--- src/rtl/hud_layer_compositor_if.sv ---
// -----------------------------------------------------------------------------
// hud_layer_compositor_if
// Streaming bundle between the HUD object layers and the HUD compositor.
//   startOfFrame      : one-cycle pulse at frame start
//   layerReq          : per-layer drawing request (index 0 = highest priority)
//   layerRGB          : per-layer colour, packed [NUM_LAYERS-1:0][RGB_W-1:0]
//   layerEnable       : static per-layer enable
//   blinkMask         : layers subject to frame-synchronous blinking
//   flashTrigger      : one-cycle pulse that starts or restarts the HUD flash
//   HUDdrawingRequest : registered, some layer won this pixel
//   outRGB            : registered colour of the winning layer
//   flashActive       : high while the flash effect runs
// master = pixel source / game logic side, slave = compositor.
// -----------------------------------------------------------------------------
interface hud_layer_compositor_if #(
   parameter int NUM_LAYERS = 8,
   parameter int RGB_W      = 8
);
   logic                                startOfFrame;
   logic [NUM_LAYERS-1:0]               layerReq;
   logic [NUM_LAYERS-1:0][RGB_W-1:0]    layerRGB;
   logic [NUM_LAYERS-1:0]               layerEnable;
   logic [NUM_LAYERS-1:0]               blinkMask;
   logic                                flashTrigger;
   logic                                HUDdrawingRequest;
   logic [RGB_W-1:0]                    outRGB;
   logic                                flashActive;

   modport master (
      output startOfFrame, layerReq, layerRGB, layerEnable, blinkMask, flashTrigger,
      input  HUDdrawingRequest, outRGB, flashActive
   );

   modport slave (
      input  startOfFrame, layerReq, layerRGB, layerEnable, blinkMask, flashTrigger,
      output HUDdrawingRequest, outRGB, flashActive
   );
endinterface

--- src/rtl/hud_layer_compositor.sv ---
// -----------------------------------------------------------------------------
// hud_layer_compositor
// N-layer fixed-priority compositor for the HUD path with per-layer enable,
// colour-key transparency, frame-synchronous blinking and a timed whole-HUD
// flash. Request and colour are registered together (1 clk latency).
// Ports:
//   clk    : pixel clock
//   resetN : asynchronous active-low reset
//   hud    : hud_layer_compositor_if.slave (layer inputs, composited outputs)
// -----------------------------------------------------------------------------
module hud_layer_compositor #(
   parameter int               NUM_LAYERS          = 8,
   parameter int               RGB_W               = 8,
   parameter logic [RGB_W-1:0] TRANSPARENT_RGB     = 8'hFF,
   parameter int               BLINK_PERIOD_FRAMES = 32,
   parameter int               FLASH_FRAMES        = 20,
   parameter logic [RGB_W-1:0] FLASH_RGB           = 8'hE0
) (
   input  logic                  clk,
   input  logic                  resetN,
   hud_layer_compositor_if.slave hud
);

   localparam int BLINK_W = $clog2(BLINK_PERIOD_FRAMES);
   localparam int FLASH_W = $clog2(FLASH_FRAMES + 1);

   localparam logic [BLINK_W-1:0] BLINK_LAST = BLINK_W'(BLINK_PERIOD_FRAMES - 1);
   localparam logic [BLINK_W-1:0] BLINK_HALF = BLINK_W'(BLINK_PERIOD_FRAMES / 2);
   localparam logic [FLASH_W-1:0] FLASH_LOAD = FLASH_W'(FLASH_FRAMES);

   typedef enum logic {IDLE, FLASH} flash_state_t;

   logic [BLINK_W-1:0]    r_blinkCnt;
   logic [FLASH_W-1:0]    r_flashCnt;
   flash_state_t          r_state;
   logic                  r_HUDdrawingRequest;
   logic [RGB_W-1:0]      r_outRGB;

   flash_state_t          w_nextState;
   logic [FLASH_W-1:0]    w_nextFlashCnt;
   logic                  w_blinkHidden;
   logic [NUM_LAYERS-1:0] w_eff;
   logic                  w_winFound;
   logic [RGB_W-1:0]      w_winRGB;

   // ---------------- blink counter ----------------
   // NOTE: sequential state uses non-blocking (<=) so every register samples
   // pre-edge values regardless of block ordering.
   always_ff @(posedge clk or negedge resetN) begin
      if (!resetN) begin
         r_blinkCnt <= '0;
      end else if (hud.startOfFrame) begin
         r_blinkCnt <= (r_blinkCnt == BLINK_LAST) ? '0 : r_blinkCnt + 1'b1;
      end
   end

   // First half of each period visible, second half hidden.
   assign w_blinkHidden = (r_blinkCnt >= BLINK_HALF);

   // ---------------- flash FSM ----------------
   always_ff @(posedge clk or negedge resetN) begin
      if (!resetN) begin
         r_state    <= IDLE;
         r_flashCnt <= '0;
      end else begin
         r_state    <= w_nextState;
         r_flashCnt <= w_nextFlashCnt;
      end
   end

   // NOTE: every combinational output gets a default first; a path that
   // leaves one unassigned would infer a latch.
   always_comb begin
      w_nextState    = r_state;
      w_nextFlashCnt = r_flashCnt;
      case (r_state)
         IDLE: begin
            if (hud.flashTrigger) begin
               w_nextState    = FLASH;
               w_nextFlashCnt = FLASH_LOAD;
            end
         end
         FLASH: begin
            // A trigger reloads and masks a coincident frame pulse.
            if (hud.flashTrigger) begin
               w_nextFlashCnt = FLASH_LOAD;
            end else if (hud.startOfFrame) begin
               if (r_flashCnt == FLASH_W'(1)) begin
                  w_nextState    = IDLE;
                  w_nextFlashCnt = '0;
               end else begin
                  w_nextFlashCnt = r_flashCnt - 1'b1;
               end
            end
         end
         default: begin
            w_nextState    = IDLE;
            w_nextFlashCnt = '0;
         end
      endcase
   end

   // ---------------- effective requests and priority select ----------------
   always_comb begin
      w_eff = '0;
      for (int i = 0; i < NUM_LAYERS; i++) begin
         w_eff[i] = hud.layerReq[i] & hud.layerEnable[i]
                  & ~(hud.blinkMask[i] & w_blinkHidden)
                  & (hud.layerRGB[i] != TRANSPARENT_RGB);
      end
   end

   // Scan from lowest priority upward so the lowest drawing index wins last.
   always_comb begin
      w_winFound = 1'b0;
      w_winRGB   = '0;
      for (int i = NUM_LAYERS - 1; i >= 0; i--) begin
         if (w_eff[i]) begin
            w_winFound = 1'b1;
            w_winRGB   = hud.layerRGB[i];
         end
      end
   end

   // ---------------- registered outputs ----------------
   always_ff @(posedge clk or negedge resetN) begin
      if (!resetN) begin
         r_HUDdrawingRequest <= 1'b0;
         r_outRGB            <= '0;
      end else begin
         r_HUDdrawingRequest <= w_winFound;
         if (!w_winFound) begin
            r_outRGB <= '0;
         end else if (r_state == FLASH) begin
            r_outRGB <= FLASH_RGB;
         end else begin
            r_outRGB <= w_winRGB;
         end
      end
   end

   assign hud.HUDdrawingRequest = r_HUDdrawingRequest;
   assign hud.outRGB            = r_outRGB;
   assign hud.flashActive       = (r_state == FLASH);

endmodule

--- src/flat_wrapper.sv ---
// flat-port wrapper written by rule: the top's interface ports become plain ports
module hud_layer_compositor_flat 
#(
   parameter int               NUM_LAYERS          = 8,
   parameter int               RGB_W               = 8,
   parameter logic [RGB_W-1:0] TRANSPARENT_RGB     = 8'hFF,
   parameter int               BLINK_PERIOD_FRAMES = 32,
   parameter int               FLASH_FRAMES        = 20,
   parameter logic [RGB_W-1:0] FLASH_RGB           = 8'hE0
)
  (clk, resetN, hud_startOfFrame, hud_layerReq, hud_layerRGB, hud_layerEnable, hud_blinkMask, hud_flashTrigger, hud_HUDdrawingRequest, hud_outRGB, hud_flashActive);
  hud_layer_compositor_if #(.NUM_LAYERS(NUM_LAYERS), .RGB_W(RGB_W)) hud_i ();
  input  logic clk;
  input  logic resetN;
  input wire logic [$bits(hud_i.startOfFrame)-1:0] hud_startOfFrame;
  input wire logic [$bits(hud_i.layerReq)-1:0] hud_layerReq;
  input wire logic [$bits(hud_i.layerRGB)-1:0] hud_layerRGB;
  input wire logic [$bits(hud_i.layerEnable)-1:0] hud_layerEnable;
  input wire logic [$bits(hud_i.blinkMask)-1:0] hud_blinkMask;
  input wire logic [$bits(hud_i.flashTrigger)-1:0] hud_flashTrigger;
  output wire logic [$bits(hud_i.HUDdrawingRequest)-1:0] hud_HUDdrawingRequest;
  output wire logic [$bits(hud_i.outRGB)-1:0] hud_outRGB;
  output wire logic [$bits(hud_i.flashActive)-1:0] hud_flashActive;
  assign hud_i.startOfFrame = hud_startOfFrame;
  assign hud_i.layerReq = hud_layerReq;
  assign hud_i.layerRGB = hud_layerRGB;
  assign hud_i.layerEnable = hud_layerEnable;
  assign hud_i.blinkMask = hud_blinkMask;
  assign hud_i.flashTrigger = hud_flashTrigger;
  assign hud_HUDdrawingRequest = hud_i.HUDdrawingRequest;
  assign hud_outRGB = hud_i.outRGB;
  assign hud_flashActive = hud_i.flashActive;
  hud_layer_compositor #(.NUM_LAYERS(NUM_LAYERS), .RGB_W(RGB_W), .TRANSPARENT_RGB(TRANSPARENT_RGB), .BLINK_PERIOD_FRAMES(BLINK_PERIOD_FRAMES), .FLASH_FRAMES(FLASH_FRAMES), .FLASH_RGB(FLASH_RGB)) u_core (.clk(clk), .resetN(resetN), .hud(hud_i));
endmodule
--- config.mk ---
export PLATFORM = sky130hd
export DESIGN_NAME = hud_layer_compositor_flat
export DESIGN_NICKNAME = d
export VERILOG_FILES = /design/src/rtl/hud_layer_compositor_if.sv /design/src/rtl/hud_layer_compositor.sv /design/src/flat_wrapper.sv
export SDC_FILE = /design/constraint.sdc
export NUM_CORES = 1
export LEC_CHECK = 0
export ABC_CLOCK_PERIOD_IN_PS = 2200
export BUFFER_PORTS_ARGS = -buffer_cell sky130_fd_sc_hd__buf_2
export CAP_MARGIN = 15
export CORE_ASPECT_RATIO = 1.25
export CORE_MARGIN = 1
export CORE_UTILIZATION = 35
export DETAILED_ROUTE_END_ITERATION = 6
export PLACE_DENSITY = 0.72
export SETUP_SLACK_MARGIN = 0.02
export SLEW_MARGIN = 40
export SYNTH_ARGS = -nofsm -noshare
export SYNTH_HDL_FRONTEND = slang
export SYNTH_SLANG_ARGS = --single-unit
--- constraint.sdc ---
create_clock -name clk -period 2.2 [get_ports clk]
set_clock_uncertainty 0.1 [all_clocks]
set_input_delay 0.22 -clock clk [delete_from_list [all_inputs] [get_ports clk]]
set_output_delay 0.22 -clock clk [all_outputs]
set_load 0.03 [all_outputs]
==> out/metrics.yaml <==
power:
  cellLeakagePower_nw: 1.06
  powerDensity_mw_per_mm2: 522
  peakVddDrop_v: 0.000188
clock_network:
  clk-insertion-delay-late_ns: 0.26
  cts_made_buffers: 3
  cts_tree: "done"
  clk_pin_slew_ns: 0.07
  cts_root_buf: "clkbuf_8"
  clockBufferDepth: 2
  htree_levels: 1
  post_cts_buffers: 0
  clkSinkCount: 20
detailed_routing:
  firstDrtPassIters: 4
  vias_per_cell: 5.69
  drtIter0Drc: 89
  drc: 0
  wl_per_cell_um: 14.9
  ant_nets: 0
  num_vias: 2163
  wl_mm: 5.68
grt:
  grt-busiest-layer: "met2"
  grt_pass1_wl_mm: 8.96
  use_met1_pct: 25.5
  grt_pass1_vias: 2033
  grtUsageMet3_pct: 1.81
  use_met2_pct: 41.3
  grt.total_usage_pct: 21.6
  grt_max_degree: 21
  overflow: 0
  antenna_found_initial: 0
sta:
  final_hold_viol_count: 0
  fmax_mhz: 491
  min_period_ns: 2.04
  finalSetupTns_ns: 0
  rsz0062_at_grt: "no"
  tightest_slew_ns: 0.729
  slew_headroom_pct: 50.7
  fin_hold_ws_ns: 0.104
  setup_violations: 0
  fin_crit_sh_pct: 92.6
  finalMaxSlewViolations: 0
worst_setup_path:
  cp-start-kind: "register"
  worstPathArrival_ns: 2.13
  worstSetupPathType: "register to register"
  critPathCaptureType: "register"
  cp_max_fo: 10
  critPathSlowestCell: "dfrtp_2"
  crit_chain: "nand2_1 -> nand3_2 -> a211oi_4 -> a221oi_1 -> o311ai_1 -> o2111a_1"
  max_stage_delay_ns: 0.50
  cp.required_ns: 2.30
logic_synthesis:
  yosys_warnings: 0
  ys.flop_type: "dfrtp_1"
  synth_area_mm2: 0.00177
  synth_seq_area_share_pct: 28.3
  synth-seq-cells: 20
  synth_top_cell_by_area: "dfrtp_1"
  synth_cell_types: 48
  syn-num-nets: 312
  synth_edf_count: 0
  avgSynthCellArea_um2: 8.20
  synth_top_area_share_pct: 28.3
  synthTopCellsByArea: "dfrtp_1 (28%), nor2_1 (5.9%), nand2_1 (5.3%)"
  synthTopCellsByCount: "nor2_1 (28), nand2_1 (25), dfrtp_1 (20), nand4_1 (15), nor3_1 (13)"
  synth_most_common_cell: "nor2_1"
  synthCells: 216
  ys_async_sr_fraction_pct: 100
run:
  max-cap-violations: 0
floorplan:
  num_rows: 28
  core_area_mm2: 0.00480
  die-area_mm2: 0.00535
  io_pins: 102
  die_y_um: 81.5
  start_util_pct: 36.9
  die_x_um: 65.6
run_status:
  status: "finished, final reports clean"
layout:
  final_area_mm2: 0.00240
  drive_gt1_share_pct: 39.1
  nNetsFinal: 418
  syn2layout_area_growth_pct: 35.8
  antennaDiodeCount: 0
  fillers: 478
place:
  hpwlAfterDp_mm: 4.85
  io_buffers: 101
  gp_congestion: 0.926
  dpl-instance-area_mm2: 0.00234
worst_hold_path:
  hold_class: "input pin to register"
critical path: cells and delay by family (launching register included):
kind               cells  cell delay [ns]
AOI/OAI and AO/OA      4             1.10
DFF                    1             0.50
and+or+nand+nor        2             0.27
registers in the layout, summed over array words and instances, names as in the netlist:
signal,flops
u_core.hud.HUDdrawingRequest,1
u_core.r_blinkCnt,5
u_core.r_flashCnt,5
u_core.hud.flashActive,1
u_core.hud.outRGB,8
timing repair:
item                                   in CTS  in global routing
setup endpoints to repair                   0                  4
hold buffers                                1                  0
gates resized for setup                     0                  2
endpoints found under the hold margin      20                  0
path summary, 6_finish.rpt:
check	depth (start not counted)	end	startpoint	slack, ns
min reg2reg	1	u_core.r_blinkCnt[3]	u_core.r_blinkCnt[3]	0.41
max in group asynchronous	2	u_core.r_blinkCnt[4]	resetN	1.34
min	2	u_core.r_flashCnt[3]	hud_flashTrigger	0.10
max reg2reg	6	u_core.hud.outRGB[0]	u_core.r_blinkCnt[4]	0.16
min in group asynchronous	2	u_core.r_blinkCnt[2]	resetN	0.33
max	6	u_core.hud.outRGB[0]	u_core.r_blinkCnt[4]	0.16
per-stage QoR:
step	std cells	util (%)	power (mW)	setup WS [ns]
floorplan	216	-	0.813	0.370
global placement	376	48.8	1.00	0.0874
detailed placement	376	48.8	1.02	0.0705
CTS	380	49.9	1.26	0.0575
global route	380	50.1	1.35	0.0299
finish	380	50.1	1.26	0.164
power breakdown:
| part | switching [mW] | leakage, nW | internal, mW |
|---|---|---|---|
| Clock | 0.117 | 0.0216 | 0.122 |
| Sequential | 0.0716 | 0.236 | 0.425 |
| Combinational | 0.295 | 0.803 | 0.225 |
kinds of logic after synthesis:
| kind of cell | Yosys count | synth area share (%) |
|---|---|---|
| flip-flops | 20 | 28.3 |
| AO/OA/AOI/OAI | 70 | 31.6 |
| adder cells (fa/ha/maj) | 4 | 2.83 |
| AND/OR/NAND/NOR | 108 | 32.3 |
| multiplexers | 2 | 1.20 |
| buffers and inverters | 12 | 3.82 |
cell usage in the layout, fill, tap and decap left out, types with 2 or more instances in the layout:
cell type / instances
o311a_1: 3
buf_4: 5
and3_1: 3
inv_1: 6
o2111a_1: 6
a31oi_1: 8
nor3_1: 13
ha_1: 4
nand3_1: 5
nand2b_1: 3
a221oi_1: 9
or3_1: 2
o22ai_1: 3
a21oi_1: 4
nor2_1: 28
nand4_1: 15
dfrtp_1: 19
nand2_1: 25
o31ai_1: 3
o2111ai_1: 3
o311ai_1: 4
nand3_2: 3
o31a_1: 2
o21ai_0: 12
a22oi_1: 3
clkbuf_8: 3
nor3_2: 2
buf_2: 101
cell type report:
type / instances / area (um2) / area share, %
sequential: 20 / 502 / 20.9
multi-input combinational: 184 / 1210 / 50.3
inverter: 6 / 22.5 / 0.937
timing repair buffer: 107 / 553 / 23.0
clock buffer: 3 / 41.3 / 1.72
tap: 60 / 75.1 / 3.12
routing by layer:
layer | wire length (um) | up-vias
met4 | 84 | 0
met3 | 314 | 9
met1 | 2380 | 987
li1 | - | 1072
met5 | 0 | -
met2 | 2900 | 95
(Power assumes the default switching activity.)
